--- src/rtl/vector_alu_sequencer_if.sv ---
// Instruction and result handshake bundle for the vector ALU sequencer.
// The master side issues instructions and consumes results; the slave
// side is the sequencer itself.
interface vector_alu_sequencer_if #(
    parameter int NUM_ELEM = 8,
    parameter int ELEM_W   = 32
);
    logic                       in_valid;
    logic                       in_ready;
    logic [2:0]                 in_op;
    logic [3:0]                 in_vl;
    logic [NUM_ELEM*ELEM_W-1:0] in_va;
    logic [NUM_ELEM*ELEM_W-1:0] in_vb;
    logic                       out_valid;
    logic                       out_ready;
    logic [NUM_ELEM*ELEM_W-1:0] out_vd;
    logic [3:0]                 out_vl;

    modport master (
        output in_valid, in_op, in_vl, in_va, in_vb, out_ready,
        input  in_ready, out_valid, out_vd, out_vl
    );

    modport slave (
        input  in_valid, in_op, in_vl, in_va, in_vb, out_ready,
        output in_ready, out_valid, out_vd, out_vl
    );
endinterface

--- src/rtl/vector_alu_sequencer.sv ---
// Vector ALU sequencer: accepts one vector instruction, streams its elements
// one per cycle through an external combinational ALU, collects the results
// into a buffer and presents the whole vector until the consumer takes it.
module vector_alu_sequencer #(
    parameter int NUM_ELEM = 8,
    parameter int ELEM_W   = 32
) (
    input  logic                 clk,
    input  logic                 rst_n,
    vector_alu_sequencer_if.slave bus,
    output logic                 alu_ena,
    output logic [ELEM_W-1:0]    alu_a,
    output logic [ELEM_W-1:0]    alu_b,
    output logic [2:0]           alu_sel,
    input  logic [ELEM_W-1:0]    alu_result
);

    localparam int VEC_W = NUM_ELEM * ELEM_W;
    // in_vl is only 4 bits, so the usable length never exceeds 15.
    localparam int         MAX_VL_I = (NUM_ELEM > 15) ? 15 : NUM_ELEM;
    localparam logic [3:0] MAX_VL   = 4'(MAX_VL_I);

    typedef enum logic [1:0] {
        IDLE,
        EXEC,
        DONE
    } state_t;

    state_t              state;
    state_t              state_nxt;
    logic [3:0]          idx;
    logic [3:0]          vl_q;
    logic [2:0]          op_q;
    logic [VEC_W-1:0]    va_q;
    logic [VEC_W-1:0]    vb_q;
    logic [ELEM_W-1:0]   res [NUM_ELEM];
    logic                accept;
    logic                last_elem;
    logic [3:0]          vl_eff;

    assign accept    = bus.in_valid && (state == IDLE);
    assign vl_eff    = (bus.in_vl > MAX_VL) ? MAX_VL : bus.in_vl;
    // Only meaningful in EXEC, where vl_q is at least 1.
    assign last_elem = (idx == (vl_q - 4'd1));

    // State register; reset aborts any instruction in flight.
    always_ff @(posedge clk or negedge rst_n) begin
        if (!rst_n) begin
            state <= IDLE;
        end else begin
            state <= state_nxt;
        end
    end

    // Next-state: zero-length vectors skip EXEC entirely.
    always_comb begin
        state_nxt = state;
        case (state)
            IDLE: begin
                if (accept) begin
                    state_nxt = (vl_eff == 4'd0) ? DONE : EXEC;
                end
            end
            EXEC: begin
                if (last_elem) begin
                    state_nxt = DONE;
                end
            end
            DONE: begin
                if (bus.out_ready) begin
                    state_nxt = IDLE;
                end
            end
            default: state_nxt = IDLE;
        endcase
    end

    // Instruction control: element index, latched op and effective length.
    always_ff @(posedge clk or negedge rst_n) begin
        if (!rst_n) begin
            idx  <= 4'd0;
            op_q <= 3'd0;
            vl_q <= 4'd0;
        end else if (accept) begin
            idx  <= 4'd0;
            op_q <= bus.in_op;
            vl_q <= vl_eff;
        end else if (state == EXEC) begin
            idx  <= idx + 4'd1;
        end
    end

    // Source operands are captured once so later input changes cannot leak in.
    always_ff @(posedge clk) begin
        if (accept) begin
            va_q <= bus.in_va;
            vb_q <= bus.in_vb;
        end
    end

    // Result buffer: cleared on accept, one slot written per EXEC cycle.
    always_ff @(posedge clk or negedge rst_n) begin
        if (!rst_n) begin
            for (int i = 0; i < NUM_ELEM; i++) begin
                res[i] <= '0;
            end
        end else if (accept) begin
            for (int i = 0; i < NUM_ELEM; i++) begin
                res[i] <= '0;
            end
        end else if (state == EXEC) begin
            for (int i = 0; i < NUM_ELEM; i++) begin
                if (idx == 4'(i)) begin
                    res[i] <= alu_result;
                end
            end
        end
    end

    // ALU drive: element idx of the latched operands, quiet outside EXEC.
    always_comb begin
        alu_ena = 1'b0;
        alu_a   = '0;
        alu_b   = '0;
        alu_sel = 3'd0;
        if (state == EXEC) begin
            alu_ena = 1'b1;
            alu_sel = op_q;
            for (int i = 0; i < NUM_ELEM; i++) begin
                if (idx == 4'(i)) begin
                    alu_a = va_q[i*ELEM_W +: ELEM_W];
                    alu_b = vb_q[i*ELEM_W +: ELEM_W];
                end
            end
        end
    end

    // Handshake and result presentation, all decoded from registered state.
    always_comb begin
        bus.in_ready  = (state == IDLE);
        bus.out_valid = (state == DONE);
        bus.out_vl    = vl_q;
        bus.out_vd    = '0;
        for (int i = 0; i < NUM_ELEM; i++) begin
            bus.out_vd[i*ELEM_W +: ELEM_W] = res[i];
        end
    end

endmodule

--- src/flat_wrapper.sv ---
// flat-port wrapper written by rule: the top's interface ports become plain ports
module vector_alu_sequencer_flat 
#(
    parameter int NUM_ELEM = 8,
    parameter int ELEM_W   = 32
)
  (clk, rst_n, alu_ena, alu_a, alu_b, alu_sel, alu_result, bus_in_valid, bus_in_op, bus_in_vl, bus_in_va, bus_in_vb, bus_out_ready, bus_in_ready, bus_out_valid, bus_out_vd, bus_out_vl);
  vector_alu_sequencer_if #(.NUM_ELEM(NUM_ELEM), .ELEM_W(ELEM_W)) bus_i ();
  input  logic clk;
  input  logic rst_n;
  output logic alu_ena;
  output logic [ELEM_W-1:0] alu_a;
  output logic [ELEM_W-1:0] alu_b;
  output logic [2:0] alu_sel;
  input  logic [ELEM_W-1:0] alu_result;
  input wire logic [$bits(bus_i.in_valid)-1:0] bus_in_valid;
  input wire logic [$bits(bus_i.in_op)-1:0] bus_in_op;
  input wire logic [$bits(bus_i.in_vl)-1:0] bus_in_vl;
  input wire logic [$bits(bus_i.in_va)-1:0] bus_in_va;
  input wire logic [$bits(bus_i.in_vb)-1:0] bus_in_vb;
  input wire logic [$bits(bus_i.out_ready)-1:0] bus_out_ready;
  output wire logic [$bits(bus_i.in_ready)-1:0] bus_in_ready;
  output wire logic [$bits(bus_i.out_valid)-1:0] bus_out_valid;
  output wire logic [$bits(bus_i.out_vd)-1:0] bus_out_vd;
  output wire logic [$bits(bus_i.out_vl)-1:0] bus_out_vl;
  assign bus_i.in_valid = bus_in_valid;
  assign bus_i.in_op = bus_in_op;
  assign bus_i.in_vl = bus_in_vl;
  assign bus_i.in_va = bus_in_va;
  assign bus_i.in_vb = bus_in_vb;
  assign bus_i.out_ready = bus_out_ready;
  assign bus_in_ready = bus_i.in_ready;
  assign bus_out_valid = bus_i.out_valid;
  assign bus_out_vd = bus_i.out_vd;
  assign bus_out_vl = bus_i.out_vl;
  vector_alu_sequencer #(.NUM_ELEM(NUM_ELEM), .ELEM_W(ELEM_W)) u_core (.clk(clk), .rst_n(rst_n), .bus(bus_i), .alu_ena(alu_ena), .alu_a(alu_a), .alu_b(alu_b), .alu_sel(alu_sel), .alu_result(alu_result));
endmodule
--- config.mk ---
export PLATFORM = sky130hd
export DESIGN_NAME = vector_alu_sequencer_flat
export DESIGN_NICKNAME = d
export VERILOG_FILES = /design/src/rtl/vector_alu_sequencer_if.sv /design/src/rtl/vector_alu_sequencer.sv /design/src/flat_wrapper.sv
export SDC_FILE = /design/constraint.sdc
export NUM_CORES = 1
export LEC_CHECK = 0
export BUFFER_PORTS_ARGS = -buffer_cell sky130_fd_sc_hd__buf_2
export CAP_MARGIN = 40
export CORE_AREA = 5 5 346 348
export CTS_CLUSTER_SIZE = 28
export DETAILED_ROUTE_END_ITERATION = 8
export DIE_AREA = 0 0 351 353
export PLACE_DENSITY_LB_ADDON = 0.12
export REMOVE_ABC_BUFFERS = 1
export SLEW_MARGIN = 10
export SYNTH_ARGS = -nofsm -noshare
export SYNTH_HDL_FRONTEND = slang
export SYNTH_SLANG_ARGS = --single-unit
export TNS_END_PERCENT = 10
--- constraint.sdc ---
create_clock -name clk -period 19.6 [get_ports clk]
set_input_delay 1.96 -clock clk [delete_from_list [all_inputs] [get_ports clk]]
set_output_delay 1.96 -clock clk [all_outputs]
set_load 0.02 [all_outputs]
Yosys cells after proc, flatten, opt, wreduce, memory -nomap -nowiden
Cells that the tools add are included.
- add/sub/neg operators: 2
- $lt $le $gt $ge: 1
- eq/ne operators: 13
- muxes and demuxes: 38
- reduce and logical (&&, ||, !) cells: 22
- operators by type and width (cell ; number):
    32-bit 2-to-1 mux ; 26
    256-bit 2-to-1 mux ; 2
    2-bit nonzero test ; 9
    4-bit by 3-bit equality test with 1-bit output, second input constant ; 4
    2-bit AND reduction ; 8
    4-bit 2-to-1 mux ; 3
    4-bit by 2-bit equality test with 1-bit output, second input constant ; 2
    4-bit zero test ; 2
    2-bit 2-to-1 mux ; 4
    2-bit one-hot mux with 3 select lines ; 1
    4-bit by 1-bit adder with 4-bit output, second input constant ; 1
    4-bit by 1-bit equality test with 1-bit output, second input constant ; 1
    4-bit equality test ; 1
    4-bit > comparator, second input constant ; 1
    2-bit by 1-bit inequality test with 1-bit output, second input constant ; 2
    4-bit by 1-bit subtractor with 4-bit output, second input constant ; 1
    3-bit 2-to-1 mux ; 1
    3-bit AND reduction ; 1
    2-bit by 1-bit equality test with 1-bit output, second input constant ; 1
    2-bit equality test, second input constant ; 1
    2-bit zero test ; 1
    2-bit inequality test, second input constant ; 1
    1-bit logical AND ; 1
    1-bit 2-to-1 mux ; 1
- register bits after elaboration: 781
- input bits: 555
- word-level logic and storage cells: 90

Longest topological paths before layout
- depth in word-level cells: 10
- depth in mapped cells: 9

Least setup slack after synthesis
OpenSTA, ideal clock, no wires.
- path kind: input to register
- start: input bus_in_valid
- end: register u_core.va_q[0], enable pin
- data arrival time: 16.222 ns
- required time: 18.523 ns
- path slack: 2.302 ns
- stages: 3
- buffers on the path: 1
- cell sequence: nand2_1 inv_2 clkbuf_1
- cells in the longest elaborated chain, start to end: 1
- ends and longest elaborated chain (what ; line ; source):
    start: declaration ; flat_wrapper.sv:16 ; input wire logic [$bits(bus_i.in_valid)-1:0] bus_in_valid;
    1-bit logical AND ; vector_alu_sequencer.sv:41 ; assign accept = bus.in_valid && (state == IDLE);
    via u_core.accept ; vector_alu_sequencer.sv:37 ; logic accept;
    end signal: assignment ; vector_alu_sequencer.sv:96 ; va_q <= bus.in_va;
    end: declaration ; vector_alu_sequencer.sv:34 ; logic [VEC_W-1:0] va_q;
The timed path passes the listed nets, and every way through them passes these cells.
A chain may end at the register's enable or synchronous reset.

Worst setup path in the final report
- start: register u_core.idx[0]
- end: output alu_b[23]
- cells in the longest elaborated chain, start to end: 10
- ends and longest elaborated chain (what ; line ; source):
    start: declaration ; vector_alu_sequencer.sv:31 ; logic [3:0] idx;
    start signal: assignment ; vector_alu_sequencer.sv:89 ; idx <= idx + 4'd1;
    4-bit zero test ; vector_alu_sequencer.sv:130 ; if (idx == 4'(i)) begin
    32-bit 2-to-1 mux (7 in a row) ; vector_alu_sequencer.sv:130 ;
    32-bit 2-to-1 mux (*) ; vector_alu_sequencer.sv:130 ;
    32-bit 2-to-1 mux (*) ; vector_alu_sequencer.sv:126 ; if (state == EXEC) begin
    end: declaration ; flat_wrapper.sv:13 ; output logic [ELEM_W-1:0] alu_b;
Mark *: on every way between the ends. The rest lies on a longest branch, timed or not.

==> impl_metrics.toml <==
[critical_path]
critPathMaxStageDelay_ps = 680
cpMostUsedCell = "buf_4"
crit_required_ps = 17640
path_class = "flop to output port"
start_kind = "flop"
arrival_ps = 4740
worstSetupEndpointType = "output port"
slowest_stage = "buf_4"
reg2reg_slack_ps = 14940
cp_max_fo = 50
worst_r2r_path_depth = 9
crit_chain = "ha_4 -> buf_4 -> or2_2 -> buf_4 -> buf_4 -> o21ai_0 -> a221oi_1 -> buf_2"

[detailed_routing]
drc = 0
wl_per_cell_um = 25.9
wl_met1_mm = 52.2
drtIter0Drc = 1990
wl_mm = 133
first_pass_iters = 5
ant_nets = 0
drt-vias-per-instance = 4.85
wl_met2_mm = 66.1
vias = 24900
routed.top_layer = "met5"
routed-wl-met3_mm = 8.65

[timing]
clock_skew_ps = 25.7
post-route-min-period_ps = 6700
maxSlewHeadroom = 0.336
fin_crit_sh = 0.342
rsz0062_at_grt = "no"
timing.hold.ws_ps = 501
finalSetupViolCount = 0
layout_setup_ws_ps = 12900
slew_viol_final = 0
fin_setup_tns_ps = 0
finalHoldViolCount = 0
worstMarginPinSlew_ps = 996
max_freq_mhz = 149

[global_route]
antenna_found_initial = 72
first_global_vias = 24900
grt-ovfl-total = 0
grt_pass1_wl_mm = 187
grt_max_degree = 146
grt_use_total = 0.206

[logic_synthesis]
syn_area_um2 = 31900
synth-seq-cells = 781
yosysWarnings = 0
postSynthAreaPerCell_um2 = 11.8
syn-instance-count = 2707
async_reset_ff_frac = 0.344
seq_area_frac_synth = 0.694
synth_edf_count = 512
synth_ff_type = "edfxtp_1"
synth_cell_type_count = 45

[cells_and_area]
final_common_cell = "buf_2"
area_delta_synth_final_pct = 27.9
final_layout_size_suffix_gt1_frac = 0.316
nets = 4049
most-common-layout-cells = "buf_2 (883), nand2_1 (660), edfxtp_1 (512)"

[floorplanning]
die_area_um2 = 124000
die_h_um = 353
ioPinCount = 885
die_w_um = 351
design.core.area_um2 = 116000
start_util = 0.275
rows = 125

[cts]
htreeDepth = 3
cts_resized = 0
cts_max_path_buffers = 3
clk_latency_ps = 670
post-cts-setup-buffers = 0
cts_buffers = 93
holdBufCountCts = 0
cts_tree = "done"
clock_sink_count = 781
path_clk_slew_ps = 60
clockRootBuffer = "clkbuf_16"

[place]
numPortBuffers = 884
dp_hpwl_mm = 90.3
place_ws_ps = 13630
routabilityCongestion = 0.812

[power]
ir_drop_mv = 0.0824
combPwrFrac = 0.396
switching_share = 0.410
pwr-share-seq = 0.356
power.switching_mw = 2.75
clockPowerShare = 0.248
p_int_mw = 3.97
p_leak_nw = 17.2
powerDensity_nw_per_um2 = 165

[flow_run]
drv_cap = 0

[hold_path]
hold_depth = 2
min_path_type = "flop to flop"

[status]
status = "completed"
## worst max-delay path, delay by kind of cell, from the launching register on
| kind | cells | cell delay (ps) |
|---|---|---|
| compound gates | 2 | 760 |
| fa+ha+maj | 1 | 550 |
| buf+inv | 4 | 1820 |
| flops | 1 | 550 |
| simple gates | 1 | 230 |
## path summary, 6_finish.rpt
path	endpoint	from
max in group asynchronous	u_core.bus.out_vd[211]	rst_n
worst max-delay path	alu_b[23]	u_core.idx[0]
worst min-delay path	u_core.op_q[0]	u_core.op_q[0]
min in group asynchronous	u_core.bus.out_vd[229]	rst_n
worst min register to register	u_core.op_q[0]	u_core.op_q[0]
worst max register to register	u_core.vb_q[134]	u_core.state[0]
## layer usage
metal / track usage / vias up
met5: 0 / -
met4: 0.0868 / 14
met3: 0.0478 / 271
met2: 0.352 / 952
met1: 0.250 / 12400
li1: - / 11300
## cells by family after synthesis
kind of cell	Yosys count	share of synthesized area
AND/OR/NAND/NOR	824	0.108
buffers and inverters	315	0.0448
AO/OA/AOI/OAI	775	0.150
adder cells (fa/ha/maj)	5	0.00196
XOR/XNOR	7	0.00192
flip-flops	781	0.694
## cell type report
type / instances / area (um^2)
flip-flops and latches: 781 / 22100
inverters: 65 / 251
multi-input cells: 1611 / 8450
clock inverters: 37 / 299
repair buffers: 937 / 5030
diodes: 42 / 105
clock buffers: 131 / 2610
well taps: 1524 / 1910
fillers: 11900 / 75100
## sequential cells by signal, indices dropped and copies added, names as in the netlist
| register | count |
|---|---|
| u_core.op_q | 3 |
| u_core.vb_q | 256 |
| u_core.bus.out_vd | 256 |
| u_core.idx | 4 |
| u_core.state | 2 |
| u_core.va_q | 256 |
| u_core.bus.out_vl | 4 |
## through the flow
step / util / power (mW) / cells / cell area (um^2)
6_report: 0.352 / 6.72 / 5128 / 40800
4_1_cts: 0.351 / 6.82 / 5086 / 40700
2_1_floorplan: - / 4.04 / 2457 / 30700
3_3_place_gp: 0.324 / 5.09 / 4907 / 37500
5_1_grt: 0.352 / 7.09 / 5116 / 40700
3_5_place_dp: 0.326 / 5.13 / 4918 / 37800
## cells in the mapped netlist (2+ instances only)
library cell	number	area share
o21a_1	5	0.0012
a21o_1	63	0.015
inv_1	62	0.0073
buf_4	32	0.0075
a22o_1	5	0.0014
a21oi_2	39	0.011
dfrtp_1	269	0.21
xnor2_1	6	0.0016
and2_1	4	0.00078
nor2b_1	3	0.00059
inv_2	3	0.00035
buf_1	15	0.0018
nand2_1	660	0.078
clkbuf_1	142	0.017
nor2_1	63	0.0074
buf_6	8	0.0028
o22ai_1	69	0.014
nand2b_1	3	0.00059
nand3_1	8	0.0013
o31ai_1	2	0.00047
ha_1	5	0.0020
nor3_1	2	0.00031
and3_1	6	0.0012
a21oi_1	338	0.053
edfxtp_1	512	0.48
o21ai_0	125	0.020
nand3b_1	66	0.016
buf_2	53	0.0083
a221oi_1	122	0.034
o211ai_1	2	0.00047
## power groups by stage
| stage | sequential [mW] | clock (mW) | combinational (mW) |
|---|---|---|---|
| floorplan | 2.70 | 0 | 1.34 |
| global placement | 2.43 | 0 | 2.66 |
| detailed placement | 2.43 | 0 | 2.70 |
| CTS | 2.40 | 1.72 | 2.70 |
| global route | 2.43 | 1.78 | 2.87 |
| finish | 2.40 | 1.67 | 2.66 |
No activity file was read; power rests on OpenSTA's default activity.
